--- src/rtl/rr_share_arbiter.sv ---
// Round-robin arbiter that funnels N valid/ready requesters into one registered
// result channel, tagging each accepted word with the index of its requester.
module rr_share_arbiter #(
   parameter int N  = 4,
   parameter int DW = 4,
   localparam int IW = $clog2(N)
) (
   input  logic            clk,
   input  logic            rst_n,
   input  logic [N-1:0]    req_valid,
   input  logic [N*DW-1:0] req_data,
   output logic [N-1:0]    req_ready,
   output logic            out_valid,
   input  logic            out_ready,
   output logic [DW-1:0]   out_data,
   output logic [IW-1:0]   out_id,
   output logic [7:0]      grant_cnt
);

   typedef enum logic {S_IDLE, S_FULL} state_t;

   typedef struct packed {
      logic [IW-1:0] id;
      logic [DW-1:0] data;
   } word_t;

   state_t        state_q, state_d;
   word_t         word_q, word_d;
   logic [IW-1:0] last_q, last_d;
   logic [7:0]    cnt_q, cnt_d;

   logic [IW-1:0] winner;
   logic          anyValid;
   logic          canAccept;
   logic          accept;

   // Scan from the slot after the last winner and wrap, so the previous winner
   // is considered last and every active requester is served within N grants.
   always_comb begin
      int            idx;
      logic          found;
      logic [IW-1:0] idxW;
      winner = last_q;
      found  = 1'b0;
      idx    = 0;
      idxW   = '0;
      for (int k = 1; k <= N; k++) begin
         idx  = (int'(last_q) + k) % N;
         idxW = IW'(idx);
         if (!found && req_valid[idxW]) begin
            found  = 1'b1;
            winner = idxW;
         end
      end
   end

   // Reset also gates the handshake, so nothing is offered while rst_n is low.
   assign anyValid  = |req_valid;
   assign canAccept = (state_q == S_IDLE) || out_ready;
   assign accept    = canAccept && anyValid && rst_n;

   always_ff @(posedge clk or negedge rst_n) begin
      if (!rst_n) begin
         state_q <= S_IDLE;
      end else begin
         state_q <= state_d;
      end
   end

   always_comb begin
      state_d = state_q;
      case (state_q)
         S_IDLE: if (accept) state_d = S_FULL;
         S_FULL: if (out_ready && !accept) state_d = S_IDLE;
         default: state_d = S_IDLE;
      endcase
   end

   always_comb begin
      out_valid = (state_q == S_FULL);
      req_ready = '0;
      if (accept) begin
         req_ready = N'(1) << winner;
      end
   end

   // A pop without a push leaves the last word visible; out_valid marks it stale.
   always_comb begin
      word_d = word_q;
      last_d = last_q;
      cnt_d  = cnt_q;
      if (accept) begin
         word_d.id   = winner;
         word_d.data = req_data[int'(winner)*DW +: DW];
         last_d      = winner;
         if (cnt_q != 8'hFF) begin
            cnt_d = cnt_q + 8'd1;
         end
      end
   end

   always_ff @(posedge clk or negedge rst_n) begin
      if (!rst_n) begin
         word_q <= '0;
         last_q <= IW'(N - 1);
         cnt_q  <= '0;
      end else begin
         word_q <= word_d;
         last_q <= last_d;
         cnt_q  <= cnt_d;
      end
   end

   assign out_data  = word_q.data;
   assign out_id    = word_q.id;
   assign grant_cnt = cnt_q;

endmodule

--- config.mk ---
export PLATFORM = sky130hd
export DESIGN_NAME = rr_share_arbiter
export DESIGN_NICKNAME = d
export VERILOG_FILES = /design/src/rtl/rr_share_arbiter.sv
export SDC_FILE = /design/constraint.sdc
export NUM_CORES = 1
export LEC_CHECK = 0
export ABC_AREA = 1
export CELL_PAD_IN_SITES_DETAIL_PLACEMENT = 0
export CELL_PAD_IN_SITES_GLOBAL_PLACEMENT = 1
export CORE_UTILIZATION = 33
export DETAILED_ROUTE_END_ITERATION = 10
export GPL_TIMING_DRIVEN = 0
export PLACE_DENSITY = 0.85
export SETUP_SLACK_MARGIN = 0.05
export SLEW_MARGIN = 20
export SYNTH_ARGS = -nofsm -noshare
export SYNTH_HDL_FRONTEND = slang
export SYNTH_SLANG_ARGS = --single-unit
--- constraint.sdc ---
create_clock -name clk -period 2.2 [get_ports clk]
set_input_delay 0.44 -clock clk [delete_from_list [all_inputs] [get_ports clk]]
set_output_delay 0.44 -clock clk [all_outputs]
set_load 0.05 [all_outputs]
==> flow_summary.yaml <==
global_routing:
  grtUsageTotal: 0.178
  grt_max_degree: 19
  grt_pass1_wl_um: 5740
  globalRouteOverflowTotal: 0
  grt_pass1_vias: 1236
  antenna_found_initial: 0
clock_network:
  cts.path.max_buffers: 2
  cts.sinks: 17
  cts_buffers: 3
  clk_latency_ns: 0.25
  cts.clk_slew.worst_paths_ns: 0.07
  cts_tree: "built"
  htree_levels: 1
  cts-root-buf: "clkbuf_8"
  hold_buffers: 0
logic_synthesis:
  ys_ff_latch: 17
  synth.most_common_cell: "nand2_1"
  synth_common_cells: "50 x nand2_1, 20 x nand3_1, 15 x dfrtp_1"
  synth_area_leader_cell: "dfrtp_1"
  yosys-top-cells-area: "dfrtp_1 29%, nand2_1 14%, nand2_4 11%, nand3_1 7.7%, nand2_2 5.3%"
  yosysWarnings: 0
  ys_types: 28
  synth_top_area_frac: 0.288
  ys_async_sr_fraction: 1.00
  ys.flop_type: "dfrtp_1"
  synth_edf_count: 0
  syn_area_per_cell_um2: 7.93
  syn_area_um2: 1300
  syn_inst: 164
  synth_nets: 188
  synth_seq_area_share: 0.329
timing:
  min_period_over_period: 1.09
  slew_viol_final: 0
  clock_skew_ns: 0.00314
  setup_violations: 4
  max_slew_margin: 0.658
  fmax_mhz: 418
  hold_viol: 0
  fin_crit_ns: 2.39
  rsz0062_at_grt: "true"
  finalWorstSetupSlack_ns: -0.195
  worst_slew_pin_slew_ns: 0.512
floorplan:
  core_um2: 3720
  die-height_um: 64.8
  initial_core_util: 0.350
  io_pins: 42
  core.rowCount: 22
  die_area_um2: 4200
  die_width_um: 64.8
flow_run:
  maxCapViolations: 0
critical_path:
  cp-start-kind: "flip-flop"
  path_class: "reg2out"
  worstPathMaxFanout: 9
  required_ns: 1.76
  worstPathArrival_ns: 1.95
  end_kind: "output port"
status:
  status: "complete, but fails checks"
  violations: "setup timing"
placed_design:
  dp_cells: 253
  hpwl_um: 2310
  port_buffers: 41
  gp_congestion: 0.775
detailed_routing:
  drc: 0
  first_pass_iters: 4
  drt_iter0_drc: 80
  viasPerCell: 4.54
  vias: 1248
  drtAntennaViolNets: 0
  routed_wl_um: 3280
  wl_per_cell_um: 11.9
layout:
  drive_gt1_frac: 0.370
  fin_cells: 275
  fin_nets: 252
  area_growth_pct: 59.4
  diodes: 0
hold_path:
  hold_class: "in2async"
## kinds of logic (layout without fill, tap and decap cells)
family | Yosys count | after routing | share of synthesized area
AND/OR/NAND/NOR | 112 | 112 | 0.491
buffers and inverters | 19 | 82 | 0.0731
flip-flops | 17 | 17 | 0.329
AO/OA/AOI/OAI | 7 | 7 | 0.0413
XOR/XNOR | 7 | 7 | 0.0471
adder cells (fa/ha/maj) | 1 | 1 | 0.00961
multiplexers | 1 | 1 | 0.00865
## final cells by class
cell class	count	area, µm²
Fill cell	360	1640
Clock inverter	1	5.00
Buffer	1	15.0
Clock buffer	3	41.3
Tap cell	48	60.1
Sequential cell	17	428
Inverter	18	86.3
Multi-Input combinational cell	128	865
Timing Repair Buffer	59	574
## critical path, cell delays in order (launching register included)
cell	delay [ns]
dfstp_2	0.56
buf_8	0.13
inv_8	0.06
nand2_2	0.06
nand3_2	0.08
nand2_4	0.14
nand2_4	0.09
nand2_4	0.09
nand2_4	0.07
nand2_4	0.08
nand2_4	0.06
nor2_4	0.12
buf_8	0.15
## state kept, by name, indices dropped and copies added, names as in the netlist
register / cells
out_id: 2
out_data: 4
last_q: 2
grant_cnt: 8
out_valid: 1
## cells in the final DEF (no fill, tap or decap), types with 5 or more instances in the layout
| master | netlist | final |
|---|---|---|
| nand2_1 | 50 | 42 |
| clkdlybuf4s50_1 | 0 | 33 |
| buf_4 | 0 | 15 |
| inv_1 | 13 | 13 |
| xor2_1 | 5 | 5 |
| nand2_4 | 13 | 18 |
| nand3_1 | 20 | 18 |
| nand2_2 | 11 | 14 |
| dfrtp_1 | 15 | 15 |
## timing repair
item | in CTS | in global routing
resized for setup | 48 | 14
gates cloned | 1 | 0
setup endpoints to repair | 18 | 4
pin swaps | 17 | 18
buffers inserted | 11 | 7
## per-stage QoR
stage / hold slack, ns / cell area, µm² / setup WS (ns) / TNS [ns] / utilization
2_1_floorplan: 0.144 / 1320 / -0.0564 / -0.113 / -
3_3_place_gp: 0.467 / 1790 / -1.42 / -10.36 / 0.482
3_5_place_dp: 0.474 / 1790 / -1.44 / -10.86 / 0.482
4_1_cts: 0.237 / 2000 / -0.180 / -0.708 / 0.537
5_1_grt: 0.255 / 2070 / -0.296 / -1.13 / 0.558
6_report: 0.234 / 2070 / -0.195 / -0.728 / 0.558
## layer usage
metal	global-route usage	routed length, µm	part of all wire
met1	0.221	1510	0.46
met2	0.293	1580	0.48
met3	0.0246	126	0.038
met4	0.100	61	0.019
met5	0	0	0
## worst paths after layout
check	startpoint	end	slack, ns	cells after the start
setup / recovery	last_q[0]$_DFFE_PN1P_	req_ready[0]	-0.19	12
hold / removal	rst_n	grant_cnt[7]$_DFFE_PN0P_	0.23	1
setup reg to reg	last_q[0]$_DFFE_PN1P_	out_data[3]$_DFFE_PN0P_	0.13	15
hold reg to reg	out_data[2]$_DFFE_PN0P_	out_data[2]$_DFFE_PN0P_	0.48	2
max in group asynchronous	rst_n	last_q[1]$_DFFE_PN1P_	1.61	1
min in group clk	out_data[2]$_DFFE_PN0P_	out_data[2]$_DFFE_PN0P_	0.48	2
Power is not shown: default switching activity piles up to over one toggle a cycle in this logic, so the estimate is an artifact.
